==> config.mk <==
export PLATFORM = sky130hd
export DESIGN_NAME = lfsr_random_gen
export DESIGN_NICKNAME = d
export VERILOG_FILES = /design/src/rtl/lfsr_random_gen.sv
export SDC_FILE = /design/constraint.sdc
export NUM_CORES = 1
export LEC_CHECK = 0
export BUFFER_PORTS_ARGS = -buffer_cell sky130_fd_sc_hd__buf_4
export CAP_MARGIN = 10
export CORE_MARGIN = 2
export CORE_UTILIZATION = 39
export CTS_CLUSTER_DIAMETER = 40
export DETAILED_ROUTE_END_ITERATION = 16
export PLACE_DENSITY = 0.56
export SYNTH_ARGS = -nofsm -noshare
export SYNTH_HDL_FRONTEND = slang
export SYNTH_SLANG_ARGS = --single-unit
export TNS_END_PERCENT = 30
==> constraint.sdc <==
create_clock -name clk -period 2.7 [get_ports clk]
set_input_delay 0.27 -clock clk [delete_from_list [all_inputs] [get_ports clk]]
set_output_delay 0.27 -clock clk [all_outputs]
set_load 0.05 [all_outputs]
==> src/rtl/lfsr_random_gen.sv <==
// lfsr_random_gen: XNOR-feedback LFSR producing one WIDTH-bit random word per
// request. The seed comes from an explicit seed_in (same cycle or preloaded), or
// from a free-running counter. An optional continuous mode re-runs after each word.
// Ports:
//   clk        - system clock
//   reset      - asynchronous active-high reset
//   start      - request a new word (IDLE only)
//   seed_load  - capture seed_in as the seed for the next request (IDLE only)
//   seed_in    - explicit seed value
//   mode       - 0 one-shot, 1 continuous (sampled in DONE)
//   busy       - high whenever the FSM is not IDLE
//   done_tick  - one-cycle pulse, random_num holds a fresh word
//   random_num - LFSR register contents
module lfsr_random_gen #(
   parameter int unsigned      WIDTH  = 14,
   parameter logic [WIDTH-1:0] TAPS   = WIDTH'(14'h2015),
   parameter int unsigned      SHIFTS = WIDTH
) (
   input  logic             clk,
   input  logic             reset,
   input  logic             start,
   input  logic             seed_load,
   input  logic [WIDTH-1:0] seed_in,
   input  logic             mode,
   output logic             busy,
   output logic             done_tick,
   output logic [WIDTH-1:0] random_num
);

   localparam int unsigned CW       = $clog2(SHIFTS + 1);
   localparam logic [CW-1:0] SHIFTS_C = CW'(SHIFTS);
   localparam logic [CW-1:0] ONE_C    = CW'(1);

   typedef enum logic [1:0] {
      IDLE  = 2'd0,
      SHIFT = 2'd1,
      DONE  = 2'd2
   } state_t;

   state_t           state;
   logic [WIDTH-1:0] q;
   logic [WIDTH-1:0] lfsr;
   logic [CW-1:0]    count;
   logic [WIDTH-1:0] seed_reg;
   logic             seed_valid;
   logic             fb;
   logic [WIDTH-1:0] seed_sel;
   logic [WIDTH-1:0] seed_fix;

   // XNOR feedback over the tapped bits
   assign fb = ~^(lfsr & TAPS);

   // Seed priority: same-cycle load, then preloaded seed, then counter
   always_comb begin
      seed_sel = q;
      if (seed_load)
         seed_sel = seed_in;
      else if (seed_valid)
         seed_sel = seed_reg;
   end

   // All ones is the XNOR lock-up state; nudge it off by clearing bit 0
   assign seed_fix = (seed_sel == {WIDTH{1'b1}}) ? {seed_sel[WIDTH-1:1], 1'b0} : seed_sel;

   assign random_num = lfsr;

   // Free-running seed counter
   always_ff @(posedge clk or posedge reset) begin
      if (reset)
         q <= '0;
      else
         q <= q + WIDTH'(1);
   end

   // Control FSM with registered busy/done_tick
   always_ff @(posedge clk or posedge reset) begin
      if (reset) begin
         state      <= IDLE;
         lfsr       <= '0;
         count      <= '0;
         seed_reg   <= '0;
         seed_valid <= 1'b0;
         busy       <= 1'b0;
         done_tick  <= 1'b0;
      end else begin
         done_tick <= 1'b0;
         case (state)
            IDLE: begin
               if (start) begin
                  lfsr       <= seed_fix;
                  count      <= SHIFTS_C;
                  seed_valid <= 1'b0;
                  busy       <= 1'b1;
                  state      <= SHIFT;
               end else if (seed_load) begin
                  seed_reg   <= seed_in;
                  seed_valid <= 1'b1;
               end
            end
            SHIFT: begin
               lfsr  <= {lfsr[WIDTH-2:0], fb};
               count <= count - ONE_C;
               // done_tick mirrors DONE, so it is raised on the entering edge
               if (count == ONE_C) begin
                  state     <= DONE;
                  done_tick <= 1'b1;
               end
            end
            DONE: begin
               if (mode) begin
                  count <= SHIFTS_C;
                  state <= SHIFT;
               end else begin
                  busy  <= 1'b0;
                  state <= IDLE;
               end
            end
            default: begin
               busy  <= 1'b0;
               state <= IDLE;
            end
         endcase
      end
   end

endmodule

; Word level (Yosys, flattened, before mapping)
; Index checks and enable logic that the tools add are counted.
[totals]
in_bits = 19
regBits = 51
output_inout_bits = 16
[classes]
eq_ne = 8
mux = 19
reduce_logical = 11
n_bitwise = 2
addsub = 2
[ops]
columns = op, count
row1 = $mux 14, 3
row2 = $pmux 14 s2, 1
row3 = $add 14x1->14 const B, 1
row4 = $eq 14x14->1 const B, 1
row5 = $reduce_xnor 14->1, 1
row6 = $pmux 4 s3, 1
row7 = $reduce_and 3->1, 3
row8 = $mux 1, 8
row9 = $mux 4, 2
row10 = $ne 2x2->1 const B, 4
row11 = $pmux 2 s3, 1
row12 = $reduce_and 2->1, 3
row13 = $eq 4x1->1 const B, 1
row14 = $mux 2, 2
row15 = $reduce_bool 2->1, 2
row16 = $sub 4x1->4 const B, 1
row17 = $pmux 1 s3, 1
row18 = $reduce_bool 3->1, 1
row19 = $eq 2x1->1 const B, 1
row20 = $eq 2x2->1 const B, 1
row21 = $logic_not 2->1, 1
row22 = $not 1->1, 2

; Logic depth before layout (Yosys ltp)
[logic_depth]
ltp_word = 6
depth_mapped = 7

; Worst setup path before layout
; No wires, ideal clock.
[synth_path]
path_type = register to register
startpoint = register lfsr[4], in the netlist random_num[4]
endpoint = register lfsr[0], in the netlist random_num[0]
setup_ns = 0.127
stages_incl_launch_ff = 6
slack_ns = 1.011
arrival_ns = 1.562
path_cell_list = dfrtp_1 > xor2_1 > xnor2_1 > mux2_4 > a22oi_2 > o21ai_1
[synth_between]
elab_chain_cells = 2
[synth_rtl]
columns = element, line
row1 = start: declaration, 42  ; logic [WIDTH-1:0] lfsr;
row2 = start signal: assignment, 90  ; lfsr <= seed_fix;
row3 = start signal: assignment, 101  ; lfsr <= {lfsr[WIDTH-2:0], fb};
row4 = $reduce_xnor 14->1, 51  ; assign fb = ~^(lfsr & TAPS);
row5 = $pmux 14 s2, 87  ; case (state)
; No other way between the ends.
; A chain may end at the register's enable or synchronous reset.

; Worst setup path after layout
[layout_path]
startpoint = register seed_valid
endpoint = register lfsr[0], in the netlist random_num[0]
[layout_between]
elab_chain_cells = 6
[layout_rtl]
columns = element, line
row1 = start: declaration, 45  ; logic seed_valid;
row2 = start signal: assignment, 82  ; seed_valid <= 1'b0;
row3 = start signal: assignment, 92  ; seed_valid <= 1'b0;
row4 = start signal: assignment, 97  ; seed_valid <= 1'b1;
row5 = $mux 14 *, 58  ; else if (seed_valid)
row6 = $mux 14 *, 56  ; if (seed_load)
row7 = $eq 14x14->1, 63  ; assign seed_fix = (seed_sel == {WIDTH{1'b1}}) ? {seed_sel[WIDTH-1:1], 1'b0} : seed_sel;
row8 = $mux 1 *, 63
row9 = $mux 14 *, 89  ; if (start) begin
row10 = $pmux 14 s2 *, 87
; Every way passes the cells marked *; elsewhere a longest branch is shown, timed or not. The select of a mux whose other input is x is not followed.

==> results.tsv <==
metric	value	unit
post-synthesis compound-gate area fraction	0.139	
first-pass iteration count of the detailed router	4	
clk slew on worst S/H paths	0.10	ns
Overflow after GRT	0	
initial antenna violation count	0	
Sink Count	51	
vias	1858	
DRC Markers	0	
Clock Skews	0.0106	ns
Slew Limit Fails	0	
WP data arrival	1.95	ns
Core Footprint	0.00631	mm2
main combinational cell family by area after synthesis	compound AO/OA/AOI/OAI gates	
CTS tree	built	
Final min period	1.74	ns
area growth from synthesis to layout	16.7	%
Lkg Pwr	1.34	nW
Cell variety after synth	33	
mux contribution to synthesized area	0.128	
Ports	35	
share of cells above drive strength 1	0.245	
maximum number of pins on one net before global-route repair	31	
Final period util	0.645	
Worst Setup Start Kind	flip-flop	
vias in the first global route	1894	
Root Buffer	clkbuf_8	
Vias/cell	5.25	
Hold Vio Cnt, Final	0	
WP data required	2.90	ns
Port Buffers	34	
clock latency on the worst-skew pair	0.31	ns
Ant. Diodes	0	
DIE WIDTH	84.7	um
Hold WC Path Type	input port to flip-flop	
Num CTS Buffers	5	
post-synthesis register bit count	51	
Starting Density	0.402	
CP Class	flip-flop to flip-flop	
Worst-Margin Slew	0.737	ns
GP Congestion	0.756	
Ys Warns	0	
HPWL Detailed	4.12	mm
fmax	574	MHz
1st-iter DRT viols	92	
CTS Hold Bufs	1	
RSZ-0062 raised after global routing	no	
WL/cell	15.9	um
CTS H-tree lvls	2	
Seq/Total Area, Yosys	0.502	
Final setup viols	0	
Final #Nets	298	
Avg Cell Area, Syn	10.5	um2
Async SR Flop Fraction	1.00	
total of fill cells in the finished design	618	
CTS resizes	0	
row cnt	29	
XOR/XNOR share of the synthesized area	0.0517	
all-layer global routing usage	0.167	
setup repair bufs after CTS	0	
first-pass GRT wire length	9.42	mm
IR Drop Worst-Case VDD	0.000723	V
number of synthesized flops with an enable pin	0	
Post-Synthesis Cells	242	
post-synthesis adder-cell area fraction	0.0148	
pwr/cell area	1090	mW/mm2
Setup crit end kind	flip-flop	
Die ar.	0.00717	mm2
status	finished clean	
simple-gate share of the synthesized area	0.113	
Max Cap Viol	0	
chip height	84.7	um
setup TNS	0	ns
Synth Flop Type	dfrtp_1	
clock tree buffer depth	2	
slew margin rel.	0.507	
Mapped Area	0.00254	mm2
syn_nets	264	
routed wire length	5.62	mm
CP Max Fanout	8	
ANT nets after route	0	
hold slack final	0.179	ns
-- final timing paths --
check / startpoint / endpoint / slack (ns) / cells after the start
worst min register to register: count[3] / count[3] / 0.50 / 1
worst max-delay path: seed_valid / random_num[0] / 0.96 / 6
worst max register to register: seed_valid / random_num[0] / 0.96 / 6
max in group asynchronous: reset / seed_reg[0] / 1.60 / 4
min in group asynchronous: reset / q[6] / 0.50 / 3
worst min-delay path: start / seed_valid / 0.18 / 2
-- where the power goes --
| group | internal (mW) | switching (mW) | total (mW) |
|---|---|---|---|
| Combinational | 0.597 | 0.833 | 1.43 |
| Sequential | 1.02 | 0.222 | 1.24 |
| Clock | 0.281 | 0.271 | 0.552 |
| Total | 1.90 | 1.33 | 3.23 |
-- cells in the mapped netlist (3+ instances only) --
cell type  instances  area [um2]
a21oi_1            6        30.0
a22oi_1           14         105
and3_1             5        31.3
buf_2              3        15.0
buf_4              3        22.5
clkbuf_1           5        18.8
dfrtp_1           51        1280
ha_1               3        37.5
inv_1              8        30.0
mux2_2            15         169
mux2i_1           14         140
nand2_1           33         124
nand3_1            9        45.0
nand4_1            4        25.0
nor2_1             6        22.5
o21ai_0           28         140
o21ai_1            5        25.0
xnor2_1           12         105
xor2_1             3        26.3
-- critical path, stage by stage, from the launching register on --
cell	delay [ns]
dfrtp_1	0.59
buf_4	0.27
mux2i_1	0.08
o21ai_0	0.29
nand3_1	0.13
nor4_1	0.20
o21ai_1	0.08
-- per-layer routing --
| metal | routed length, um | track usage | part of all wire | vias to the layer above |
|---|---|---|---|---|
| met5 | 0 | 0 | 0 | - |
| met4 | 61 | 0.0519 | 0.011 | 0 |
| met3 | 212 | 0.0383 | 0.038 | 7 |
| met2 | 2580 | 0.250 | 0.46 | 36 |
| met1 | 2760 | 0.242 | 0.49 | 899 |
| li1 | - | - | - | 916 |
-- cell type report --
cell class                      instances  area (um2)  share of cell area
Sequential cell                        51        1280               0.431
Inverter                                8        30.0              0.0101
Timing Repair Buffer                   41         310               0.105
Clock buffer                            5        68.8              0.0232
Multi-Input combinational cell        169        1130               0.383
Tap cell                               77        96.3              0.0325
Clock inverter                          3        47.5              0.0160
-- kinds of logic (layout without fill, tap and decap cells) --
kind of cell | Yosys count | after routing
DFF | 51 | 51
buffers and inverters | 22 | 57
adders and majority gates | 3 | 3
and+or+nand+nor | 62 | 62
xor gates and xnor gates | 15 | 15
muxes | 30 | 30
AOI/OAI and AO/OA | 59 | 59
-- cells in the final DEF (no fill, tap or decap) --
cell type      instances
o22ai_1                1
or3_1                  1
inv_1                  7
mux2_2                15
nand3_1                9
dfrtp_1               51
xor2_1                 3
o21ai_2                1
nor4_1                 1
nand2_1               33
o21ai_1                5
inv_6                  1
nand4_1                4
o2bb2ai_1              1
and3_1                 5
a2bb2oi_1              1
clkinv_4               1
xnor2_1               12
a41oi_1                1
dlygate4sd3_1          1
nor2_1                 6
bufinv_16              1
buf_4                 40
mux2i_1               14
nor2_4                 1
ha_1                   3
o21ai_0               28
a21oi_1                6
nor3b_1                1
a22oi_1               14
a22oi_2                1
and4_1                 1
inv_2                  1
mux2_4                 1
clkbuf_8               5
-- stage by stage --
stage	setup slack, ns	cell area, um2	std cells	util	total power [mW]
detailed placement	0.967	2840	345	0.449	2.70
CTS	0.956	2960	354	0.469	3.25
global placement	0.969	2840	345	0.449	2.68
floorplan	1.01	2540	242	-	2.35
finish	0.957	2960	354	0.469	3.23
global route	0.768	2960	354	0.469	3.43
Note: power is estimated with default switching activity, not from simulation.
